### src/rtl/mips_mc_controller.sv
// Multi-cycle main control FSM for the MIPS32 core: sequences fetch, decode, execute, memory
// and writeback over a shared datapath, with ready-handshaked memory accesses.
module mips_mc_controller (
  input  logic       clk,
  input  logic       rst_n,
  input  logic [5:0] opcode,
  input  logic       jr,
  input  logic       zero,
  input  logic       mem_ready,
  output logic [1:0] aluop,
  output logic       alu_src_a,
  output logic [1:0] alu_src_b,
  output logic [1:0] pc_src,
  output logic       pc_write,
  output logic       ir_write,
  output logic       iord,
  output logic       mem_read,
  output logic       mem_write,
  output logic       reg_write,
  output logic       reg_dst,
  output logic       mem_to_reg,
  output logic       illegal_op,
  output logic [3:0] state
);

  localparam logic [5:0] OpR   = 6'b000000;
  localparam logic [5:0] OpLw  = 6'b100011;
  localparam logic [5:0] OpSw  = 6'b101011;
  localparam logic [5:0] OpBeq = 6'b000100;
  localparam logic [5:0] OpBne = 6'b000101;
  localparam logic [5:0] OpOri = 6'b001101;
  localparam logic [5:0] OpJ   = 6'b000010;

  typedef enum logic [3:0] {
    StFetch  = 4'd0,
    StDecode = 4'd1,
    StMemAdr = 4'd2,
    StMemRd  = 4'd3,
    StMemWb  = 4'd4,
    StMemWr  = 4'd5,
    StExec   = 4'd6,
    StRwb    = 4'd7,
    StBranch = 4'd8,
    StIexec  = 4'd9,
    StIwb    = 4'd10,
    StJump   = 4'd11,
    StJret   = 4'd12
  } state_e;

  typedef struct packed {
    logic [1:0] aluop;
    logic       alu_src_a;
    logic [1:0] alu_src_b;
    logic [1:0] pc_src;
    logic       pc_write_u;
    logic       iord;
    logic       mem_read;
    logic       mem_write;
    logic       reg_write;
    logic       reg_dst;
    logic       mem_to_reg;
  } ctrl_t;

  // Moore outputs for a state; computed from the next state so they register in step with it.
  function automatic ctrl_t decode_ctrl(state_e s);
    ctrl_t c;
    c = '0;
    case (s)
      StFetch: begin
        c.mem_read  = 1'b1;
        c.alu_src_b = 2'b01;
      end
      StDecode: c.alu_src_b = 2'b11;
      StMemAdr: begin
        c.alu_src_a = 1'b1;
        c.alu_src_b = 2'b10;
      end
      StMemRd: begin
        c.mem_read = 1'b1;
        c.iord     = 1'b1;
      end
      StMemWb: begin
        c.reg_write  = 1'b1;
        c.mem_to_reg = 1'b1;
      end
      StMemWr: begin
        c.mem_write = 1'b1;
        c.iord      = 1'b1;
      end
      StExec: begin
        c.alu_src_a = 1'b1;
        c.aluop     = 2'b10;
      end
      StRwb: begin
        c.reg_write = 1'b1;
        c.reg_dst   = 1'b1;
      end
      StBranch: begin
        c.alu_src_a = 1'b1;
        c.aluop     = 2'b01;
        c.pc_src    = 2'b01;
      end
      StIexec: begin
        c.alu_src_a = 1'b1;
        c.alu_src_b = 2'b10;
        c.aluop     = 2'b11;
      end
      StIwb: c.reg_write = 1'b1;
      StJump: begin
        c.pc_src     = 2'b10;
        c.pc_write_u = 1'b1;
      end
      StJret: begin
        c.pc_src     = 2'b11;
        c.pc_write_u = 1'b1;
      end
      default: c = '0;
    endcase
    return c;
  endfunction

  state_e state_q, state_d;
  ctrl_t  ctrl_q;
  logic   op_valid;

  always_comb begin
    op_valid = 1'b0;
    case (opcode)
      OpR, OpLw, OpSw, OpBeq, OpBne, OpOri, OpJ: op_valid = 1'b1;
      default: op_valid = 1'b0;
    endcase
  end

  always_comb begin
    state_d = StFetch;
    case (state_q)
      StFetch:  state_d = mem_ready ? StDecode : StFetch;
      StDecode: begin
        case (opcode)
          OpLw, OpSw:   state_d = StMemAdr;
          OpR:          state_d = StExec;
          OpBeq, OpBne: state_d = StBranch;
          OpOri:        state_d = StIexec;
          OpJ:          state_d = StJump;
          default:      state_d = StFetch;
        endcase
      end
      StMemAdr: state_d = (opcode == OpLw) ? StMemRd : StMemWr;
      StMemRd:  state_d = mem_ready ? StMemWb : StMemRd;
      StMemWr:  state_d = mem_ready ? StFetch : StMemWr;
      StExec:   state_d = jr ? StJret : StRwb;
      StIexec:  state_d = StIwb;
      default:  state_d = StFetch;
    endcase
  end

  always_ff @(posedge clk or negedge rst_n) begin
    if (!rst_n) begin
      state_q <= StFetch;
      ctrl_q  <= decode_ctrl(StFetch);
    end else begin
      state_q <= state_d;
      ctrl_q  <= decode_ctrl(state_d);
    end
  end

  logic in_fetch, in_branch;
  assign in_fetch  = (state_q == StFetch);
  assign in_branch = (state_q == StBranch);

  assign aluop      = ctrl_q.aluop;
  assign alu_src_a  = ctrl_q.alu_src_a;
  assign alu_src_b  = ctrl_q.alu_src_b;
  assign pc_src     = ctrl_q.pc_src;
  assign iord       = ctrl_q.iord;
  assign mem_read   = ctrl_q.mem_read;
  assign mem_write  = ctrl_q.mem_write;
  assign reg_write  = ctrl_q.reg_write;
  assign reg_dst    = ctrl_q.reg_dst;
  assign mem_to_reg = ctrl_q.mem_to_reg;
  assign state      = state_q;

  // Load enables are qualified by rst_n so a held reset never updates PC or IR.
  assign ir_write   = rst_n & in_fetch & mem_ready;
  assign pc_write   = rst_n & (ctrl_q.pc_write_u | (in_fetch & mem_ready) |
                               (in_branch & (zero ^ (opcode == OpBne))));
  assign illegal_op = (state_q == StDecode) & ~op_valid;

endmodule

### config.mk
export PLATFORM = sky130hd
export DESIGN_NAME = mips_mc_controller
export DESIGN_NICKNAME = d
export VERILOG_FILES = /design/src/rtl/mips_mc_controller.sv
export SDC_FILE = /design/constraint.sdc
export NUM_CORES = 1
export LEC_CHECK = 0
export ABC_CLOCK_PERIOD_IN_PS = 2600
export CAP_MARGIN = 20
export CORE_MARGIN = 1
export CORE_UTILIZATION = 45
export DETAILED_ROUTE_END_ITERATION = 10
export PLACE_DENSITY = 0.78
export SLEW_MARGIN = 20
export SYNTH_ARGS = -nofsm -noshare
export SYNTH_HDL_FRONTEND = slang
export SYNTH_SLANG_ARGS = --single-unit
### constraint.sdc
create_clock -name clk -period 2.6 [get_ports clk]
set_input_delay 0.52 -clock clk [delete_from_list [all_inputs] [get_ports clk]]
set_output_delay 0.52 -clock clk [all_outputs]
set_load 0.02 [all_outputs]
## After elaboration in Yosys (flattened, before gate mapping)

Index checks and enable logic that the tools add are counted.

| operators by class | value |
|---|---|
| magnitude comparators | 0 |
| shifts and indexed selects | 0 |
| div/mod/pow operators | 0 |
| reductions and logical operators | 12 |
| muxes and demuxes | 19 |
| add/subtract/negate cells | 0 |
| bitwise gates (word level) | 10 |
| eq/ne operators | 25 |
| $mul | 0 |

Operator list:

| cell | number |
|---|---|
| 4-bit equality test, second input constant | 7 |
| 4-bit case mux with 7 select lines | 1 |
| 4-bit by 3-bit equality test with 1-bit output, second input constant | 6 |
| 4-bit case mux with 5 select lines | 1 |
| 2-bit case mux with 3 select lines | 3 |
| 4-bit by 2-bit equality test with 1-bit output, second input constant | 4 |
| 6-bit by 3-bit equality test with 1-bit output, second input constant | 2 |
| 6-bit equality test, second input constant | 2 |
| 2-bit OR reduction | 6 |
| 1-bit 2-to-1 mux | 10 |
| 3-bit 2-to-1 mux | 3 |
| 4-bit by 1-bit equality test with 1-bit output, second input constant | 2 |
| 4-bit zero test | 2 |
| 7-bit OR reduction | 1 |
| 1-bit bitwise AND | 6 |
| 6-bit by 2-bit equality test with 1-bit output, second input constant | 1 |
| 6-bit by 4-bit equality test with 1-bit output, second input constant | 1 |
| 6-bit zero test | 1 |
| 4-bit 2-to-1 mux | 1 |
| 4-bit OR reduction | 1 |
| 3-bit OR reduction | 1 |
| 1-bit OR | 2 |
| 1-bit NOT | 1 |
| 1-bit bitwise XOR | 1 |

| word-level totals | value |
|---|---|
| output and inout port bits | 20 |
| bits in read-only memories | 0 |
| latch bits | 0 |
| memory bits (writable) | 0 |
| memories | 0 |
| bits in registers | 18 |

## Logic depth before layout (Yosys ltp)

| logic depth | value |
|---|---|
| word-level depth | 7 |
| depth in mapped cells | 8 |
| mapped depth without buffers | 6 |

## Worst setup path after synthesis

No wires, ideal clock.

| timing | value |
|---|---|
| path type | reg-to-reg |
| start | register state_q[2], in the netlist state[2] |
| end | register ctrl_q (netlist bit alu_src_a) |
| arrival | 2.042 ns |
| cell stages (with the launch flop) | 7 |
| buffers on the path | 1 |
| setup time | 0.073 ns |
| required time | 2.527 ns |
| slack | 0.484 ns |
| period minus slack after synthesis | 2.116 ns |
| path through | dfrtp_1 -> or4b_4 -> a2111o_1 -> and4_1 -> buf_6 -> or3_4 -> a21oi_2 |

| on the way | value |
|---|---|
| word-level cells in the longest chain between the ends | 5 |

RTL lines:

| what | RTL line | text |
|---|---|---|
| start: declaration | 122 | `state_e state_q, state_d;` |
| start signal: assignment | 159 | `state_q <= StFetch;` |
| start signal: assignment | 162 | `state_q <= state_d;` |
| 4-bit equality test (tied with other cells) | 136 | `case (state_q)` |
| 4-bit case mux with 7 select lines * | 136 |  |
| 4-bit equality test (tied with other cells) | 68 | `case (s)` |
| 4-bit OR reduction (no line) * | -- |  |
| 1-bit 2-to-1 mux * | 68 |  |
| end signal: assignment | 160 | `ctrl_q <= decode_ctrl(StFetch);` |
| end signal: assignment | 163 | `ctrl_q <= decode_ctrl(state_d);` |
| end: declaration | 123 | `ctrl_t ctrl_q;` |

Every way passes the cells marked *; elsewhere a longest branch is shown, timed or not.

## Final worst setup path

| timing | value |
|---|---|
| start | input port opcode[2] |
| end | output port illegal_op |

| on the way | value |
|---|---|
| word-level cells in the longest chain between the ends | 5 |

RTL lines:

| what | RTL line | text |
|---|---|---|
| start: declaration | 6 | `input logic [5:0] opcode,` |
| 6-bit equality test (tied with other cells) | 128 | `case (opcode)` |
| 7-bit OR reduction * | 128 |  |
| 1-bit 2-to-1 mux * | 128 |  |
| 1-bit NOT * | 187 | `assign illegal_op = (state_q == StDecode) & ~op_valid;` |
| 1-bit bitwise AND * | 187 |  |
| end: declaration | 22 | `output logic illegal_op,` |

Marks and branches as above.

==> impl_metrics.env <==
export IMPL_dpl_cell_area_um2=1440
export IMPL_grt_setup_unrepaired="no"
export IMPL_status="finished, final reports clean"
export IMPL_drt_iter0_markers=26
export IMPL_multiInputGateArea_um2=534
export IMPL_cp_slowest_cell="clkdlybuf4s50_1"
export IMPL_p_per_area_nw_per_um2=550
export IMPL_finalSetupViolCount=0
export IMPL_cts_tree="done"
export IMPL_htreeDepth=1
export IMPL_leakage_uw=0.000689
export IMPL_drive_gt1_share_pct=27.3
export IMPL_grt_overflow_total=0
export IMPL_fp_dieH_um=48.9
export IMPL_fmax_mhz=413
export IMPL_synth_edf_count=0
export IMPL_diodes=0
export IMPL_grt_max_degree=16
export IMPL_synth_area_per_cell_um2=9.62
export IMPL_regArea_um2=428
export IMPL_detail_route_antenna_nets=0
export IMPL_fillers=153
export IMPL_finalHoldViolCount=0
export IMPL_power_share_switching_pct=35.0
export IMPL_critPathMaxFanout=5
export IMPL_cp_end_kind="output pin"
export IMPL_fin_skew_ns=0.00645
export IMPL_io_pins=31
export IMPL_grt_pass1_wl_um=4430
export IMPL_dp_slack_ns=-0.396
export IMPL_slew_viol_final=0
export IMPL_dp_hpwl_um=1900
export IMPL_seq_power_share_pct=39.2
export IMPL_setup_ws_ns=0.176
export IMPL_initial_core_util_pct=49.0
export IMPL_ys_warn_count=0
export IMPL_slowest_delay_ns=0.49
export IMPL_areaGrowthSynthToFinish_pct=49.1
export IMPL_coreArea_um2=2020
export IMPL_critical_path_class="primary input to output pin"
export IMPL_rows=16
export IMPL_cts_sinks=17
export IMPL_largest_reg_flops=4
export IMPL_syn_nets=114
export IMPL_yosysSeqAreaShare_pct=43.2
export IMPL_intPower_uw=528
export IMPL_syn_area_um2=991
export IMPL_synth_cells=103
export IMPL_clkSlewWorstSetupHoldPaths_ns=0.10
export IMPL_firstDrtPassIters=4
export IMPL_avgViaCountPerCell=5.54
export IMPL_design_area_um2=1480
export IMPL_die_width_um=48.9
export IMPL_antenna_found_initial=0
export IMPL_period_share_pct=93.2
export IMPL_synth_seq_cells=17
export IMPL_root_buffer="clkbuf_4"
export IMPL_insertion_delay_ns=0.30
export IMPL_power_frac_comb_pct=43.0
export IMPL_grt_usage_pct=24.2
export IMPL_avgRoutedWirePerCell_um=14.4
export IMPL_synth_top_flop_cell="dfrtp_1"
export IMPL_synth_async_reset_ratio_pct=100
export IMPL_wirelength_um=2550
export IMPL_worstSetupStartpointType="primary input"
export IMPL_drc=0
export IMPL_cp_cell_sequence="clkdlybuf4s50_1, buf_4, mux2i_1, nand2_1, o22ai_1, a21oi_1, dlygate4sd2_1"
export IMPL_cts_made_buffers=3
export IMPL_period_minus_slack_ns=2.42
export IMPL_grt_pass1_vias=939
export IMPL_hold_class="primary input to asynchronous set/reset pin"
export IMPL_synth_distinct_cells=47
export IMPL_maxCapViolations=0
export IMPL_clockPowerShare_pct=17.9
export IMPL_ir_worst_vdd_uv=499
export IMPL_p_switching_uw=284
export IMPL_timing_hold_ws_ns=0.431
export IMPL_routabilityCongestion=0.877
export IMPL_arrival_ns=1.90
export IMPL_slew_headroom_pct=61.9
export IMPL_required_ns=2.08
export IMPL_tightestPinTransition_ns=0.571
export IMPL_io_buffer_count=30
export IMPL_cts_buffer_depth=2
export IMPL_dr_total_vias=980
export IMPL_final_net_count=162
export IMPL_die_area_um2=2390
kinds of logic (layout without fill, tap and decap cells):
logic type      after synthesis  count (layout)  synth area share [%]
simple gates                 54              54                  32.8
compound gates               18              18                  15.7
flops                        17              17                  43.2
buf+inv                      10              57                  4.67
xor+xnor                      3               3                  2.65
mux                           1               1                  1.01
per-stage QoR:
stage / total power (uW) / cells / util [%] / setup TNS, ns
floorplan: 510 / 103 / - / 0
global placement: 664 / 173 / 71.0 / -0.530
detailed placement: 672 / 173 / 71.0 / -0.659
CTS: 814 / 177 / 72.8 / 0
global route: 855 / 177 / 73.1 / 0
finish: 812 / 177 / 73.1 / 0
routing by layer:
layer  track usage (%)  wire [um]  vias up
met4              6.37         29        0
met3              4.67        148        5
met2              39.8       1190       41
li1                  -          -      471
met5                 0          0        -
met1              32.6       1180      463
worst max-delay path: cells and delay by family:
kind | cells | cell delay [ns]
AOI/OAI and AO/OA | 2 | 0.20
buffers and inverters | 3 | 0.95
muxes | 1 | 0.17
and+or+nand+nor | 1 | 0.07
power groups by stage:
stage / combinational, uW / sequential (uW) / clock, uW
after floorplan: 148 / 362 / 0
after global placement: 342 / 322 / 0
after detailed placement: 348 / 323 / 0
after CTS: 349 / 318 / 147
after global routing: 374 / 321 / 159
final: 349 / 318 / 145
synthesized netlist by cell type, drive strengths merged, types with 2 or more instances:
| cell type | count | area share [%] |
|---|---|---|
| nor3b | 2 | 1.5 |
| clkbuf | 4 | 1.5 |
| nor3 | 4 | 2.0 |
| dfrtp | 15 | 38 |
| nand3 | 3 | 1.5 |
| or3 | 3 | 2.4 |
| xnor2 | 2 | 1.8 |
| and4 | 2 | 1.8 |
| and3 | 2 | 1.3 |
| dfstp | 2 | 5.3 |
| o21ai | 3 | 1.9 |
| inv | 4 | 1.5 |
| nand4b | 2 | 1.8 |
| nand2b | 2 | 1.3 |
| buf | 2 | 1.6 |
| or2 | 3 | 1.9 |
| o22ai | 2 | 1.9 |
| nor2 | 11 | 4.2 |
| nand2 | 7 | 2.7 |
| nor2b | 4 | 2.5 |
| a21oi | 2 | 1.4 |
| and2 | 2 | 1.3 |
placed cells by master (no fill, tap or decap), drive strengths merged, types with 2 or more instances in the layout:
cell            n
clkdlybuf4s50  27
buf            20
dfrtp          15
nor2           11
nand2           7
inv             4
nor3            4
nor2b           4
or2             3
nand3           3
clkbuf          3
or3             3
o21ai           3
nand2b          2
nand4b          2
and3            2
nor3b           2
and4            2
and2            2
xnor2           2
dfstp           2
o22ai           2
a21oi           2
area by class of cell:
cell class | instances | area share (%)
multi-input combinational | 76 | 36.2
timing repair buffer | 49 | 29.7
sequential | 17 | 29.0
tap | 27 | 2.29
clock buffer | 3 | 1.52
inverter | 4 | 1.02
clock inverter | 1 | 0.339
worst paths after layout:
path / from / end / slack (ns) / cells past startpoint
max: opcode[2] / illegal_op / 0.18 / 7
min: rst_n / reg_write / 0.43 / 1
max reg2reg: state[1] / alu_src_a / 0.43 / 5
min reg2reg: state[1] / mem_to_reg / 0.70 / 1
max in group asynchronous: rst_n / mem_read / 1.63 / 2
min in group clk: state[1] / mem_to_reg / 0.70 / 1
repair_timing:
| item | in CTS | in global routing |
|---|---|---|
| buffers inserted | 0 | 0 |
| endpoints found under the setup margin | 2 | 2 |
| gates resized for setup | 6 | 4 |
| hold endpoints to repair | 0 | 0 |
| hold buffers | 0 | 0 |
| pin swaps | 0 | 1 |
Note: power is estimated with default switching activity, not from simulation.
